--- config.mk ---
export PLATFORM = sky130hd
export DESIGN_NAME = npu_sram_stream_reader
export DESIGN_NICKNAME = d
export VERILOG_FILES = /design/src/rtl/npu_stream_pkg.sv /design/src/rtl/npu_stream_fifo.sv /design/src/rtl/npu_sram_stream_reader.sv
export SDC_FILE = /design/constraint.sdc
export NUM_CORES = 1
export LEC_CHECK = 0
export ABC_AREA = 1
export CAP_MARGIN = 30
export CORE_ASPECT_RATIO = 1.4
export CORE_MARGIN = 3
export CORE_UTILIZATION = 51
export CTS_BUF_LIST = sky130_fd_sc_hd__clkbuf_4 sky130_fd_sc_hd__clkbuf_8
export DETAILED_ROUTE_END_ITERATION = 6
export GPL_TIMING_DRIVEN = 0
export PLACE_DENSITY = 0.79
export SYNTH_ARGS = -nofsm -noshare
export SYNTH_HDL_FRONTEND = slang
export SYNTH_SLANG_ARGS = --single-unit
--- constraint.sdc ---
create_clock -name clk -period 2.25 [get_ports clk]
set_clock_uncertainty 0.1 [all_clocks]
set_input_delay 0.3375 -clock clk [delete_from_list [all_inputs] [get_ports clk]]
set_output_delay 0.3375 -clock clk [all_outputs]
set_load 0.03 [all_outputs]
--- src/rtl/npu_stream_pkg.sv ---
// Shared types and widths for the NPU SRAM stream reader.
package npu_stream_pkg;

  localparam int SRAM_ADDR_W = 12;
  localparam int SRAM_DATA_W = 16;

  typedef enum logic [1:0] {
    IDLE  = 2'd0,
    FETCH = 2'd1,
    DRAIN = 2'd2,
    DONE  = 2'd3
  } stream_state_t;

  typedef struct packed {
    logic [SRAM_DATA_W-1:0] data;
    logic                   last;
  } stream_word_t;

endpackage

--- src/rtl/npu_stream_fifo.sv ---
// Small synchronous FIFO holding fetched stream words until the consumer takes them.
module npu_stream_fifo
  import npu_stream_pkg::*;
#(
  parameter int DEPTH = 4,
  parameter int WIDTH = $bits(stream_word_t),
  parameter int CNT_W = $clog2(DEPTH) + 1
) (
  input  logic             clk,
  input  logic             reset_n,
  input  logic             flush,
  input  logic             push,
  input  logic [WIDTH-1:0] push_data,
  input  logic             pop,
  output logic [WIDTH-1:0] pop_data,
  output logic [CNT_W-1:0] count,
  output logic             full,
  output logic             empty
);

  localparam int PTR_W = $clog2(DEPTH);

  logic [WIDTH-1:0] mem_q [DEPTH];
  logic [PTR_W-1:0] wr_ptr_q, rd_ptr_q;
  logic [CNT_W-1:0] count_q;
  logic             do_push, do_pop;

  assign full     = (count_q == CNT_W'(DEPTH));
  assign empty    = (count_q == '0);
  assign count    = count_q;
  assign pop_data = mem_q[rd_ptr_q];
  // A pop frees the slot the same cycle, so push at full is allowed alongside it.
  assign do_pop   = pop && !empty;
  assign do_push  = push && (!full || do_pop);

  always_ff @(posedge clk or negedge reset_n) begin
    if (!reset_n) begin
      wr_ptr_q <= '0;
      rd_ptr_q <= '0;
      count_q  <= '0;
    end else if (flush) begin
      wr_ptr_q <= '0;
      rd_ptr_q <= '0;
      count_q  <= '0;
    end else begin
      if (do_push) wr_ptr_q <= wr_ptr_q + 1'b1;
      if (do_pop)  rd_ptr_q <= rd_ptr_q + 1'b1;
      count_q <= count_q + CNT_W'(do_push) - CNT_W'(do_pop);
    end
  end

  always_ff @(posedge clk) begin
    if (do_push && !flush) mem_q[wr_ptr_q] <= push_data;
  end

endmodule

--- src/rtl/npu_sram_stream_reader.sv ---
// Streams (base, len) word runs out of an NPU SRAM buffer with 1-cycle read latency.
// Optional NPU_STREAM_CHECKSUM_EN adds a running sum of accepted words.
//
// state | meaning
// IDLE  | waiting for a command, cmd_ready high
// FETCH | issuing SRAM reads while FIFO space allows
// DRAIN | all reads issued, waiting for the last word to be accepted
// DONE  | one-cycle done pulse
module npu_sram_stream_reader
  import npu_stream_pkg::*;
#(
  parameter int ADDR_W     = SRAM_ADDR_W,
  parameter int DATA_W     = SRAM_DATA_W,
  parameter int LEN_W      = 13,
  parameter int FIFO_DEPTH = 4
) (
  input  logic              clk,
  input  logic              reset_n,
  input  logic              cmd_valid,
  output logic              cmd_ready,
  input  logic [ADDR_W-1:0] cmd_base,
  input  logic [LEN_W-1:0]  cmd_len,
  input  logic              abort,
  output logic [ADDR_W-1:0] sram_address,
  output logic              sram_chipselect,
  output logic              sram_write,
  output logic [1:0]        sram_byteenable,
  output logic              sram_clken,
  input  logic [DATA_W-1:0] sram_readdata,
  output logic              out_valid,
  input  logic              out_ready,
  output logic [DATA_W-1:0] out_data,
  output logic              out_last,
  output logic              busy,
  output logic              done
`ifdef NPU_STREAM_CHECKSUM_EN
  ,
  output logic [DATA_W-1:0] checksum
`endif
);

  localparam int CNT_W = $clog2(FIFO_DEPTH) + 1;

  stream_state_t     state_q, state_d;
  logic [ADDR_W-1:0] addr_q;
  logic [LEN_W-1:0]  len_q, issued_q;
  logic              inflight_q, inflight_last_q, started_q;
  logic              cmd_fire, issue, issue_last, pop, push;
  logic [CNT_W-1:0]  fifo_count;
  logic [CNT_W:0]    occupancy;
  logic              fifo_full, fifo_empty;
  stream_word_t      push_word, head_word;

  assign sram_write      = 1'b0;
  assign sram_byteenable = 2'b11;
  assign sram_clken      = 1'b1;
  assign sram_address    = addr_q;
  assign sram_chipselect = issue;

  assign busy       = (state_q != IDLE);
  assign done       = (state_q == DONE);
  assign issue_last = (issued_q == len_q - 1'b1);
  // Words already in the FIFO plus the one still coming back from the SRAM.
  assign occupancy  = {1'b0, fifo_count} + (CNT_W+1)'(inflight_q);

  assign out_valid = !fifo_empty;
  assign out_data  = fifo_empty ? '0 : head_word.data;
  assign out_last  = fifo_empty ? 1'b0 : head_word.last;
  assign pop       = out_valid && out_ready;
  assign push      = inflight_q && !abort;
  assign push_word = '{data: sram_readdata, last: inflight_last_q};

  always_comb begin
    state_d   = state_q;
    issue     = 1'b0;
    cmd_ready = (state_q == IDLE) && started_q;
    cmd_fire  = cmd_ready && cmd_valid && !abort;
    case (state_q)
      IDLE:  if (cmd_fire) state_d = (cmd_len == '0) ? DONE : FETCH;
      FETCH: begin
        if (!fifo_full && occupancy < (CNT_W+1)'(FIFO_DEPTH)) begin
          issue = 1'b1;
          if (issue_last) state_d = DRAIN;
        end
      end
      DRAIN: if (pop && head_word.last) state_d = DONE;
      DONE:  state_d = IDLE;
      default: state_d = IDLE;
    endcase
    if (abort) begin
      issue   = 1'b0;
      state_d = IDLE;
    end
  end

  always_ff @(posedge clk or negedge reset_n) begin
    if (!reset_n) begin
      state_q         <= IDLE;
      addr_q          <= '0;
      len_q           <= '0;
      issued_q        <= '0;
      inflight_q      <= 1'b0;
      inflight_last_q <= 1'b0;
      started_q       <= 1'b0;
    end else begin
      started_q       <= 1'b1;
      state_q         <= state_d;
      inflight_q      <= issue;
      inflight_last_q <= issue && issue_last;
      if (cmd_fire) begin
        addr_q   <= cmd_base;
        len_q    <= cmd_len;
        issued_q <= '0;
      end else if (issue) begin
        addr_q   <= addr_q + 1'b1;
        issued_q <= issued_q + 1'b1;
      end
    end
  end

  npu_stream_fifo #(
    .DEPTH (FIFO_DEPTH),
    .WIDTH ($bits(stream_word_t)),
    .CNT_W (CNT_W)
  ) u_fifo (
    .clk       (clk),
    .reset_n   (reset_n),
    .flush     (abort),
    .push      (push),
    .push_data (push_word),
    .pop       (pop),
    .pop_data  (head_word),
    .count     (fifo_count),
    .full      (fifo_full),
    .empty     (fifo_empty)
  );

`ifdef NPU_STREAM_CHECKSUM_EN
  logic [DATA_W-1:0] checksum_q;

  always_ff @(posedge clk or negedge reset_n) begin
    if (!reset_n)     checksum_q <= '0;
    else if (cmd_fire) checksum_q <= '0;
    else if (pop)     checksum_q <= checksum_q + out_data;
  end

  assign checksum = checksum_q;
`endif

endmodule

* After elaboration in Yosys (flattened, before gate mapping)
Memories as Yosys holds them, arrays and structs flattened.
Cells that the tools add are included.
Widths: inputs -> output; s select.
** Word-level totals
- Bits in registers :: 50
- Bits in writable memories :: 68
- Input bits :: 46
- Output and inout bits :: 38
- Word-level logic and storage cells :: 75
- Memories kept :: 1
** Memory list
- u_fifo.mem_q :: words 4, bits a word 17, read ports 1, clocked after Yosys merged registers in 0, write ports 1, line npu_stream_fifo.sv:23 : logic [WIDTH-1:0] mem_q [DEPTH];
** Operators by class
- Add/sub/neg operators :: 8
- Order comparisons :: 1
- Equality and inequality tests :: 9
- Mux-type cells :: 23
- Reduce and logical (&&, ||, !) cells :: 23
** Operator list (number)
- $mux 13 :: 2
- $mux 12 :: 2
- $mux 2 :: 10
- $mux 16 :: 1
- $add 13x1->13 const B :: 1
- $eq 13x13->1 :: 1
- $logic_not 13->1 :: 1
- $sub 13x1->13 const B :: 1
- $add 12x1->12 const B :: 1
- $ne 3x3->1 const B :: 4
- $logic_and 1x1->1 :: 11
- $pmux 2 s4 :: 1
- $reduce_bool 2->1 :: 4
- $mux 1 :: 6
- $add 2x1->2 const B :: 2
- $add 3x1->4 :: 1
- $eq 2x2->1 const B :: 2
- $lt 4x3->1 const B :: 1
- $reduce_and 4->1 :: 1
- $add 3x1->3 :: 1
- $eq 3x3->1 const B :: 1
- $logic_not 1->1 :: 3
- $logic_not 3->1 :: 1
- $mux 3 :: 1
- other kinds (4) :: 4

* Longest topological paths before layout
- Depth after elaboration :: 9
- Gate-level depth with buffers :: 15
- Depth with buffers taken out :: 15

* Modules after synthesis
A second synthesis with hierarchy kept.
** Unflattened totals
- Cells, all modules :: 653
- Area total of the unflattened synthesis :: 5949.5 µm²
** By module, submodules not included
- npu_stream_fifo :: instances 1, cells an instance 227, area an instance 3012.9 µm²
- npu_sram_stream_reader :: instances 1, cells an instance 426, area an instance 2936.6 µm²

* Least setup slack after synthesis
Ideal clock, no wire load.
- Path kind :: reg-to-reg
- Start :: reg u_fifo.count_q[0] (netlist: u_fifo.count[0])
- End :: reg u_fifo.count_q[2] (netlist: u_fifo.count[2])
- Data arrival time :: 1993 ps
- Path slack :: 38 ps
- Cell stages (with the launch flop) :: 9
- Path through :: dfrtp_1 nor3_2 nor2_1 ha_1 inv_1 ha_1 fa_1 xor2_1 nor2_1
** On the way
- Longest elaborated chain between the ends :: 9
- Elaborated cells between the ends (all ways) :: 11
** Ends and longest elaborated chain
- start, declared :: line npu_stream_fifo.sv:25 : logic [CNT_W-1:0] count_q;
- start signal, assigned :: line npu_stream_fifo.sv:48 : count_q <= count_q + CNT_W'(do_push) - CNT_W'(do_pop);
- $logic_not 3->1 :: line npu_stream_fifo.sv:29 : assign empty = (count_q == '0);
- $logic_not 1->1 :: line npu_stream_fifo.sv:33, npu_sram_stream_reader.sv:66
- $logic_and 1x1->1 :: line npu_sram_stream_reader.sv:69 : assign pop = out_valid && out_ready;
- $logic_and 1x1->1 :: line npu_stream_fifo.sv:33 : assign do_pop = pop && !empty;
- $logic_or 1x1->1 :: line npu_stream_fifo.sv:34 : assign do_push = push && (!full || do_pop);
- $logic_and 1x1->1 :: line npu_stream_fifo.sv:34
- $add 3x1->3 :: line npu_stream_fifo.sv:48
- $sub 3x1->3 (*) :: line npu_stream_fifo.sv:48
- $mux 3 (*) :: line npu_stream_fifo.sv:41 : end else if (flush) begin
Every way passes the cells marked *; elsewhere a longest branch is shown, timed or not.
A chain may end at the register's enable or synchronous reset.

* Worst setup path after layout
- Start :: reg state_q[0]
- End :: out done
** On the way
- Longest elaborated chain between the ends :: 1
** Ends and longest elaborated chain
- start, declared :: line npu_sram_stream_reader.sv:44 : stream_state_t state_q, state_d;
- start signal, assigned :: line npu_sram_stream_reader.sv:107 : state_q <= state_d;
- $eq 2x2->1 :: line npu_sram_stream_reader.sv:61 : assign done = (state_q == DONE);
- end, declared :: line npu_sram_stream_reader.sv:35 : output logic done
No other way between the ends.

==> results by group <==
Drt
  – # DRC: 0
  – Routed WL: between 10 and 15 mm
  – Remaining antenna violation count: 0
  – Routed via count: 4960
  – DR pass1 iterations: 5
  – Routed WL per cell: 16.1 um
  – Vias per cell: 5.44
  – DRT iter0 DRCs: around 250

Timing
  – # setup viols final: 0
  – Worst-Margin Slew: 0.605 ns
  – Max-slew violations: 0
  – Hold Slack: 0.0993 ns
  – Post-layout minimum cycle time: 2.20 ns
  – F_max: approximately 450 MHz
  – Max-slew headroom: 59.7%
  – Worst setup margin: 0.0481 ns
  – Setup_tns: 0 ns
  – Fin crit share: a little over nine tenths
  – RSZ-0062 raised after global routing: true
  – Final hold vios: 0

Layout
  – Layout cells sized above 1: 17.0%
  – Area delta synth->final: 28.1%
  – N_diodes: 0
  – Layout Nets: around 820
  – Multi-input gate area: 0.00231 mm^2
  – Layout Cells excl Fill: 911
  – Register area: 0.00330 mm^2
  – Filler cells: 812
  – Fin util: 68.3%

Pwr
  – Peak supply drop: 810 uV
  – Leak: 0.00321 uW
  – PwrDens: roughly 1200 mW/mm^2

Placement
  – # port buffers: 78
  – Dpl hpwl: 10.2 mm
  – Cell count after placement: about 870
  – Final GP Congestion: 0.901
  – Post-Place Worst Slack: -0.501 ns

GRT
  – First-pass GRT wire length: ~23 mm
  – Pin count of the biggest net entering global routing: 29
  – Global route overflow: 0
  – Initial antenna violation count: 0
  – Number of global-route vias before repair: 4994
  – Overall routing resource usage: 22.5%

Setup path
  – WP data required: 1.81 ns
  – Worst Setup EP: done
  – Worst reg-to-reg path cell count: 9
  – Critical Path Source: state_q[0]
  – Reg2Reg Setup Slack: 0.08 ns
  – RR Startpoint: u_fifo.count[1]
  – End of the worst register-to-register path: u_fifo.count[1]
  – Critical path peak fanout: 5
  – Crit path DAT: 1.76 ns
  – Worst Setup Path Type: reg -> out
  – Setup crit end kind: primary output
  – CP Launch Type: register

Synth
  – Netlist cell types: 43
  – Mapped Area: 0.00591 mm^2
  – Asr flop ratio synth: 42.4%
  – Post-Synthesis Cells: 642
  – Syn_area_per_cell: approximately 9 um^2
  – Largest cells by area after synthesis: edfxtp_1 (35%), dfrtp_1 (21%), nor2_1 (7.1%), nand2_1 (6.5%), o21ai_0 (5.4%)
  – Main synth FF type: edfxtp_1
  – Top cell type's share of synthesized area: roughly a third
  – Number of enable flip-flop cells after synthesis: 68
  – Register bit total from synthesis: ~120
  – Library cell with the largest summed area after synthesis: edfxtp_1
  – Register area share after synthesis: 55.7%
  – Ys Warns: 0

Floorplanning
  – Initial core utilization: 53.3%
  – DIE WIDTH: between 90 and 100 um
  – Area of the core: approximately 0.011 mm^2
  – Row cnt: 45
  – Die Ht: 133 um
  – Die area: roughly 0.013 mm^2
  – IO Pins: 84

CTS
  – CTS Buffer Depth: 2
  – CTS tree: built
  – Clk root buf: clkbuf_8
  – Worst-path clk slew: about 0.070 ns
  – CTS Buf Count: 17
  – Worst skew pair latency: approximately 0.43 ns
  – CTS H-tree depth: 4
  – Clock Sinks: roughly 120

Hold path
  – Hold Path Class: in -> reg

Job
  – Maxcap violations: 0

Outcome
  – Status: complete, no violations
cell families after synthesis:
family / count (synthesis) / synth area share (%)
other cells: 2 / 0.127
fa+ha+maj: 16 / 3.51
mux: 1 / 0.169
xor+xnor: 12 / 1.78
flops: 118 / 55.7
compound gates: 111 / 10.1
simple gates: 290 / 22.3
buf+inv: 92 / 6.35
critical path, stage by stage, from the launching register on:
cell and delay (ns):
dfrtp_1 0.45, ha_1 0.19, clkdlybuf4s50_1 0.70
stage by stage:
stage          power [uW]  instance area [um^2]
3_3_place_gp         6660                  6880
2_1_floorplan        5490                  5930
6_report             8970                  7570
4_1_cts              8750                  7440
3_5_place_dp         6790                  6950
5_1_grt              9560                  7570
sequential cells by signal, indices dropped and copies added (netlist names), 2 cells and up:
signal	cells
u_fifo.rd_ptr_q	2
len_q	13
issued_q	13
u_fifo.count	3
state_q	2
sram_address	12
u_fifo.wr_ptr_q	2
u_fifo.mem_q	68
layout by cell type, fill, tap and decap left out, types with 8 or more instances in the layout:
cell	count
a21oi_1	33
buf_2	14
buf_4	20
buf_8	9
clkbuf_8	18
clkdlybuf4s50_1	56
dfrtp_1	48
edfxtp_1	68
ha_1	12
inv_1	58
nand2_1	102
nand3_1	28
nand4_1	12
nor2_1	105
nor2_2	8
nor2_4	8
nor3_1	11
o21ai_0	61
cell usage after synthesis (4+ instances only):
cell	instances
inv_1	62
a21oi_1	33
xor2_1	7
a211oi_1	6
xnor2_1	5
nand3_1	28
nor3_1	11
clkbuf_1	12
nor2_4	6
nand2_1	102
inv_2	5
dfrtp_1	50
buf_2	6
nand4_1	12
edfxtp_1	68
ha_1	15
o21ai_0	64
nor2_1	112
buf_4	4
worst min path at each step:
stage                          startpoint            endpoint  slack, ns  depth (start not counted)
after global routing                abort          state_q[0]       0.11                          4
final                               abort          state_q[0]        0.1                          4
after detailed placement          reset_n     sram_address[5]       0.26                          1
after CTS                           abort          state_q[0]       0.08                          4
after global placement    inflight_last_q  u_fifo.mem_q[0][0]       0.36                          0
after floorplan                   reset_n     inflight_last_q      -0.06                          0
metal layers:
layer / GRT usage [%] / part of all wire (%) / up-vias
met2: 43.2 / 55 / 197
met1: 22.9 / 36 / 2347
met5: 0 / 0 / -
met3: 5.19 / 5.9 / 43
met4: 9.52 / 3.5 / 0
li1: - / - / 2373
power by group:
group | internal, uW | switching (uW)
registers | 2630 | 367
clock network | 1010 | 919
logic | 1530 | 2520
total | 5170 | 3800
timing repair:
| item | in CTS | in global routing |
|---|---|---|
| pin swaps | 3 | 6 |
| buffers inserted | 3 | 5 |
| hold endpoints to repair | 26 | 0 |
| hold buffers | 2 | 0 |
| cloned | 0 | 1 |
| endpoints found under the setup margin | 23 | 71 |
| resized for setup | 129 | 53 |
layout make-up:
type                       count  share of cell area [%]
multi-input combinational    435                    30.5
tap                          141                    2.33
clock buffer                  17                    3.09
inverter                      68                    3.70
timing repair buffer          93                    11.6
sequential                   118                    43.5
buffer                        24                    2.97
clock inverter                15                    2.23
Note: power is estimated with default switching activity, not from simulation.
